**src/rtl/pipe_pkg.sv**
```systemverilog
`default_nettype none
// ---------------------------------------------------------------------------
// pipe_pkg : opcodes, control-word bit positions and ID/EX FSM states. rev 1.0
// ---------------------------------------------------------------------------
package pipe_pkg;

  localparam logic [5:0] OP_R_FORMAT = 6'd0;
  localparam logic [5:0] OP_J        = 6'd2;
  localparam logic [5:0] OP_BEQ      = 6'd4;
  localparam logic [5:0] OP_ADDIU    = 6'd9;
  localparam logic [5:0] OP_MADDU    = 6'd28;
  localparam logic [5:0] OP_LW       = 6'd35;
  localparam logic [5:0] OP_SW       = 6'd43;

  localparam int CTRL_REGDST   = 7;
  localparam int CTRL_ALUSRC   = 6;
  localparam int CTRL_MEMTOREG = 5;
  localparam int CTRL_REGWRITE = 4;
  localparam int CTRL_MEMREAD  = 3;
  localparam int CTRL_MEMWRITE = 2;
  localparam int CTRL_ALUOP_HI = 1;
  localparam int CTRL_ALUOP_LO = 0;

  typedef enum logic [0:0] {
    IDLE   = 1'b0,
    MADDU1 = 1'b1
  } ex_state_e;

endpackage
`default_nettype wire

```
**src/rtl/hazard_detect.sv**
```systemverilog
`default_nettype none
// ---------------------------------------------------------------------------
// hazard_detect : load-use compare of the EX load target vs. ID sources. rev 1.0
// ---------------------------------------------------------------------------
module hazard_detect #(
  parameter int RADDR_W = 5
) (
  input  logic               ex_memread_i,
  input  logic [RADDR_W-1:0] ex_rt_i,
  input  logic [RADDR_W-1:0] id_rs_i,
  input  logic [RADDR_W-1:0] id_rt_i,
  output logic               load_use_o
);

  // $zero is never a real dependency, so a load into it cannot stall.
  assign load_use_o = ex_memread_i && (ex_rt_i != '0) &&
                      ((ex_rt_i == id_rs_i) || (ex_rt_i == id_rt_i));

endmodule
`default_nettype wire

```
**src/rtl/id_ex_pipe_reg.sv**
```systemverilog
`default_nettype none
// ---------------------------------------------------------------------------
// id_ex_pipe_reg : ID/EX register with load-use bubbles, two-cycle MADDU
//                  sequencing and a saturating stall counter.       rev 1.0
// ---------------------------------------------------------------------------
module id_ex_pipe_reg
  import pipe_pkg::*;
#(
  parameter int         DATA_W   = 32,
  parameter int         RADDR_W  = 5,
  parameter logic [5:0] MADDU_OP = OP_MADDU,
  parameter int         CNT_W    = 16
) (
  input  logic               clk,
  input  logic               rst_n,
  input  logic [5:0]         ID_Opcode,
  input  logic [7:0]         ID_Ctrl,
  input  logic [DATA_W-1:0]  ID_RD1,
  input  logic [DATA_W-1:0]  ID_RD2,
  input  logic [DATA_W-1:0]  ID_Imm,
  input  logic [RADDR_W-1:0] ID_Rs,
  input  logic [RADDR_W-1:0] ID_Rt,
  input  logic [RADDR_W-1:0] ID_Rd,
  input  logic [5:0]         ID_Funct,
  input  logic               Flush,
  output logic               Stall,
  output logic [7:0]         EX_Ctrl,
  output logic [DATA_W-1:0]  EX_RD1,
  output logic [DATA_W-1:0]  EX_RD2,
  output logic [DATA_W-1:0]  EX_Imm,
  output logic [RADDR_W-1:0] EX_Rs,
  output logic [RADDR_W-1:0] EX_Rt,
  output logic [RADDR_W-1:0] EX_Rd,
  output logic [5:0]         EX_Funct,
  output logic               EX_IsMaddu,
  output logic               EX_MadduPhase,
  output logic [CNT_W-1:0]   StallCount
);

  ex_state_e          state_q, state_d;
  logic [7:0]         ctrl_q, ctrl_d;
  logic [DATA_W-1:0]  rd1_q, rd1_d, rd2_q, rd2_d, imm_q, imm_d;
  logic [RADDR_W-1:0] rs_q, rs_d, rt_q, rt_d, rd_q, rd_d;
  logic [5:0]         funct_q, funct_d;
  logic               is_maddu_q, is_maddu_d;
  logic               phase_q, phase_d;
  logic [CNT_W-1:0]   cnt_q, cnt_d;
  logic               lu_raw;
  logic               lu;

  hazard_detect #(.RADDR_W(RADDR_W)) u_hazard (
    .ex_memread_i (ctrl_q[CTRL_MEMREAD]),
    .ex_rt_i      (rt_q),
    .id_rs_i      (ID_Rs),
    .id_rt_i      (ID_Rt),
    .load_use_o   (lu_raw)
  );

  // Upstream is already frozen during MADDU1, so a hazard there is moot.
  assign lu    = lu_raw && (state_q != MADDU1);
  assign Stall = lu || (state_q == MADDU1);

  always_comb begin
    state_d    = IDLE;
    ctrl_d     = ctrl_q;
    rd1_d      = rd1_q;
    rd2_d      = rd2_q;
    imm_d      = imm_q;
    rs_d       = rs_q;
    rt_d       = rt_q;
    rd_d       = rd_q;
    funct_d    = funct_q;
    is_maddu_d = is_maddu_q;
    phase_d    = phase_q;
    if (state_q == MADDU1) begin
      phase_d = 1'b1;
    end else if (Flush || lu) begin
      ctrl_d     = '0;
      rd1_d      = '0;
      rd2_d      = '0;
      imm_d      = '0;
      rs_d       = '0;
      rt_d       = '0;
      rd_d       = '0;
      funct_d    = '0;
      is_maddu_d = 1'b0;
      phase_d    = 1'b0;
    end else begin
      ctrl_d     = ID_Ctrl;
      rd1_d      = ID_RD1;
      rd2_d      = ID_RD2;
      imm_d      = ID_Imm;
      rs_d       = ID_Rs;
      rt_d       = ID_Rt;
      rd_d       = ID_Rd;
      funct_d    = ID_Funct;
      is_maddu_d = (ID_Opcode == MADDU_OP);
      phase_d    = 1'b0;
      state_d    = (ID_Opcode == MADDU_OP) ? MADDU1 : IDLE;
    end
  end

  assign cnt_d = (Stall && (cnt_q != '1)) ? cnt_q + CNT_W'(1) : cnt_q;

  always_ff @(posedge clk or negedge rst_n) begin
    if (!rst_n) begin
      state_q    <= IDLE;
      ctrl_q     <= '0;
      rd1_q      <= '0;
      rd2_q      <= '0;
      imm_q      <= '0;
      rs_q       <= '0;
      rt_q       <= '0;
      rd_q       <= '0;
      funct_q    <= '0;
      is_maddu_q <= 1'b0;
      phase_q    <= 1'b0;
      cnt_q      <= '0;
    end else begin
      state_q    <= state_d;
      ctrl_q     <= ctrl_d;
      rd1_q      <= rd1_d;
      rd2_q      <= rd2_d;
      imm_q      <= imm_d;
      rs_q       <= rs_d;
      rt_q       <= rt_d;
      rd_q       <= rd_d;
      funct_q    <= funct_d;
      is_maddu_q <= is_maddu_d;
      phase_q    <= phase_d;
      cnt_q      <= cnt_d;
    end
  end

  assign EX_Ctrl       = ctrl_q;
  assign EX_RD1        = rd1_q;
  assign EX_RD2        = rd2_q;
  assign EX_Imm        = imm_q;
  assign EX_Rs         = rs_q;
  assign EX_Rt         = rt_q;
  assign EX_Rd         = rd_q;
  assign EX_Funct      = funct_q;
  assign EX_IsMaddu    = is_maddu_q;
  assign EX_MadduPhase = phase_q;
  assign StallCount    = cnt_q;

endmodule
`default_nettype wire

```
**config.mk**
```make
export PLATFORM = sky130hd
export DESIGN_NAME = id_ex_pipe_reg
export DESIGN_NICKNAME = d
export VERILOG_FILES = /design/src/rtl/pipe_pkg.sv /design/src/rtl/hazard_detect.sv /design/src/rtl/id_ex_pipe_reg.sv
export SDC_FILE = /design/constraint.sdc
export NUM_CORES = 1
export LEC_CHECK = 0
export ABC_AREA = 1
export ABC_CLOCK_PERIOD_IN_PS = 1600
export BUFFER_PORTS_ARGS = -buffer_cell sky130_fd_sc_hd__buf_2
export CORE_MARGIN = 1
export CORE_UTILIZATION = 43
export DETAILED_ROUTE_END_ITERATION = 16
export GPL_TIMING_DRIVEN = 1
export PLACE_DENSITY_LB_ADDON = 0.25
export SLEW_MARGIN = 20
export SYNTH_ARGS = -nofsm -noshare
export SYNTH_HDL_FRONTEND = slang
export SYNTH_HIERARCHICAL = 1
export SYNTH_SLANG_ARGS = --single-unit
```
**constraint.sdc**
```tcl
create_clock -name clk -period 1.6 [get_ports clk]
set_input_delay 0.32 -clock clk [delete_from_list [all_inputs] [get_ports clk]]
set_output_delay 0.32 -clock clk [all_outputs]
set_load 0.05 [all_outputs]
```
==> out/qor.csv <==
stage,metric,value,unit
logic_synthesis,Synth Instances,744,
sta,Slew @ Worst Pin,0.6743,ns
logic_synthesis,synth top area cells,"dfrtp_1, nand2_1, o21ai_0",
global_route,first-pass GRT wire length,29300,um
clocking,Root Buffer,clkbuf_16,
finish,design area,9674,sq um
logic_synthesis,post-synth cell types,25,
worst_hold_path,worst hold path class,input pin to register,
sta,Final setup viols,142,
detailed_routing,mean number of vias per cell,4.930,
clocking,Clock Tree Buf Depth,2,
clocking,CTS H-Tree Depth,4,
detailed_routing,final wirelength,19570,um
clocking,CTS tree,done,
critical_path,"Largest stage delay, worst path",0.42,ns
floorplan,Placeable Area,14040,sq um
logic_synthesis,"Seq/Total Area, Yosys",0.5736,
logic_synthesis,syn_nets,879,
finish,Layout Cells excl Fill,1259,
placement,HPWL Detailed,12020,um
global_route,GR Util met3,0.06645,
power,total chip power,10040,uW
power,Max rail drop VDD,852.5,uV
sta,maximum clock frequency,490.4,MHz
logic_synthesis,Syn Area/Cell,8.444,sq um
critical_path,crit-path cells,inv_2 -> nand2_1 -> nand2_1 -> nor2_1 -> nand3_1 -> a21oi_2 -> nor2_4 -> clkinvlp_4 -> buf_6,
finish,Area Overhead vs Synth,53.99,%
global_route,met1 usage,0.3189,
critical_path,Crit. End Element,output port,
finish,layout cell share with drive strength beyond 1,0.4838,
run,Max-cap violations,0,
logic_synthesis,synthesized area,6282,sq um
placement,port buffer count,277,
global_route,initial antenna violation count,1,
global_route,GRT busiest layer,met2,
floorplan,die height,122.9,um
finish,Final Core Density,0.6889,
placement,placed cell count,1198,
global_route,pin count of the biggest net entering global routing,128,
logic_synthesis,"area leader, netlist",dfrtp_1,
floorplan,initial core utilization,0.4474,
global_route,grt ovf,0,
detailed_routing,Final ANT Viol Nets,0,
detailed_routing,1st-iter DRT viols,403,
critical_path,WS Path Type,register to output port,
logic_synthesis,yosys warns,6,
finish,most frequent cells in the layout,"buf_2, nand2_1, dfrtp_1",
clocking,clock sink total,144,
critical_path,largest fanout on the critical path,4,
critical_path,CP max stage cell,dfrtp_2,
clocking,clk_lat worst skew,0.42,ns
sta,fin. max-slew vios,0,
sta,RSZ-0062 raised after global routing,true,
sta,slew margin rel.,0.5505,
global_route,GRT Overall Usage,0.2555,
finish,"commonest non-fill, non-tap cell in the layout",buf_2,
detailed_routing,via count,6207,
floorplan,Horiz. Die Dim,122.9,um
sta,setup slack after layout,-0.4393,ns
power,Pleak,0.005182,uW
status,status,"complete, but fails checks",
detailed_routing,drt pass-1 iters,5,
critical_path,startpoint type of the worst setup path,register,
global_route,vias in the first global route,5827,
placement,Place WS,-0.1865,ns
logic_synthesis,Synth top area share,0.5736,
critical_path,crit-path most repeated cell,nand2_1,
critical_path,arrival time worst endpoint,1.72,ns
global_route,met2 GRT Util,0.4203,
finish,fin nets,1202,
critical_path,Worst Path Required,1.28,ns
logic_synthesis,"flops & latches, synth",144,
placement,Area after DPL,8054,sq um
placement,GP Congestion,0.8112,
status,failing checks,negative setup slack,
power,Power Density,1038,nW/um^2
clocking,Num CTS Buffers,17,
sta,Final min period,2.039,ns
sta,final hold violation count,0,
detailed_routing,WL/cell,15.54,um
clocking,clk slew on worst S/H paths,0.06,ns
floorplan,# rows,43,
finish,Antenna Cells,0,
floorplan,# IOs,278,
detailed_routing,Post-route DRC,0,
sta,Worst Skew,0.01090,ns
floorplan,DIE AREA,15100,sq um
sta,Tcrit/Tclk final,1.275,
-- state kept, by name (all words and copies together) (netlist names) --
register	flops
state_q	1
EX_Rs	5
EX_RD1	32
EX_Ctrl	8
EX_Imm	32
EX_MadduPhase	1
EX_Rd	5
EX_IsMaddu	1
EX_Rt	5
StallCount	16
EX_RD2	32
EX_Funct	6
-- critical path: cells and delay by family (launching register included) --
family / cells / cell delay (ns)
flip-flops: 1 / 0.42
buffers and inverters: 3 / 0.41
AND/OR/NAND/NOR: 5 / 0.39
AO/OA/AOI/OAI: 1 / 0.08
-- synthesized netlist by cell type, drive strengths merged --
cell and number:
nand2 339, dfrtp 144, o21ai 129, inv 30, clkbuf 24, nor2 24, buf 20, nand3 12
nand4 8, xnor2 7, xor2 2, a21oi 1, and3b 1, clkinv 1, ha 1, nor3 1
-- through the flow --
stage	TNS, ns	hold slack (ns)
5_1_grt	-58.63	0.1119
6_report	-41.19	0.1289
2_1_floorplan	-8.098	0.02441
4_1_cts	-48.75	0.1138
3_5_place_dp	-10.17	0.2493
3_3_place_gp	-5.968	0.2493
-- final timing paths --
check,start,end,slack [ns],cells past startpoint
setup / recovery,EX_Rt[1]$_DFFE_PN0N_,Stall,-0.44,9
hold / removal,ID_Ctrl[5],EX_Ctrl[5]$_DFFE_PN0N_,0.13,3
setup reg to reg,EX_Rt[3]$_DFFE_PN0N_,EX_RD1[7]$_DFFE_PN0N_,-0.38,13
hold reg to reg,EX_Funct[1]$_DFFE_PN0N_,EX_Funct[1]$_DFFE_PN0N_,0.48,2
max in group asynchronous,rst_n,EX_RD1[27]$_DFFE_PN0N_,0.69,3
min in group asynchronous,rst_n,EX_Imm[19]$_DFFE_PN0N_,0.36,2
-- where the power goes --
part	internal, uW	switching [uW]
sequential	3870	154
combinational	636	1400
clock	2430	1560
total	6930	3120
-- metal layers --
metal  vias to the layer above  share of wire
met1                      2860           0.40
met5                         -        0.00066
met4                         2          0.024
met3                        44          0.075
met2                       279           0.50
li1                       3022              -
-- cell families after synthesis --
group                      Yosys count  synth area share
buffers and inverters               75           0.06015
adders and majority gates            1          0.001991
xor gates and xnor gates             9           0.01255
and+or+nand+nor                    385            0.2470
AOI/OAI and AO/OA                  130            0.1048
DFF                                144            0.5736
-- repair_timing --
action                                  in CTS  in global routing
cloned                                      15                  2
pin swaps                                    6                  9
gates resized for setup                    207                 73
hold buffers                                 1                  0
setup buffers                                6                 11
hold endpoints to repair                    32                  0
endpoints found under the setup margin     122                144
-- area by class of cell --
cell class | instances | area (sq um)
Fill cell | 1092 | 4368
Sequential cell | 144 | 3616
Multi-Input combinational cell | 526 | 2656
Timing Repair Buffer | 347 | 2460
Clock buffer | 20 | 466.7
Tap cell | 180 | 225.2
Clock inverter | 11 | 128.9
Inverter | 31 | 121.4
Note: power is estimated with default switching activity, not from simulation.
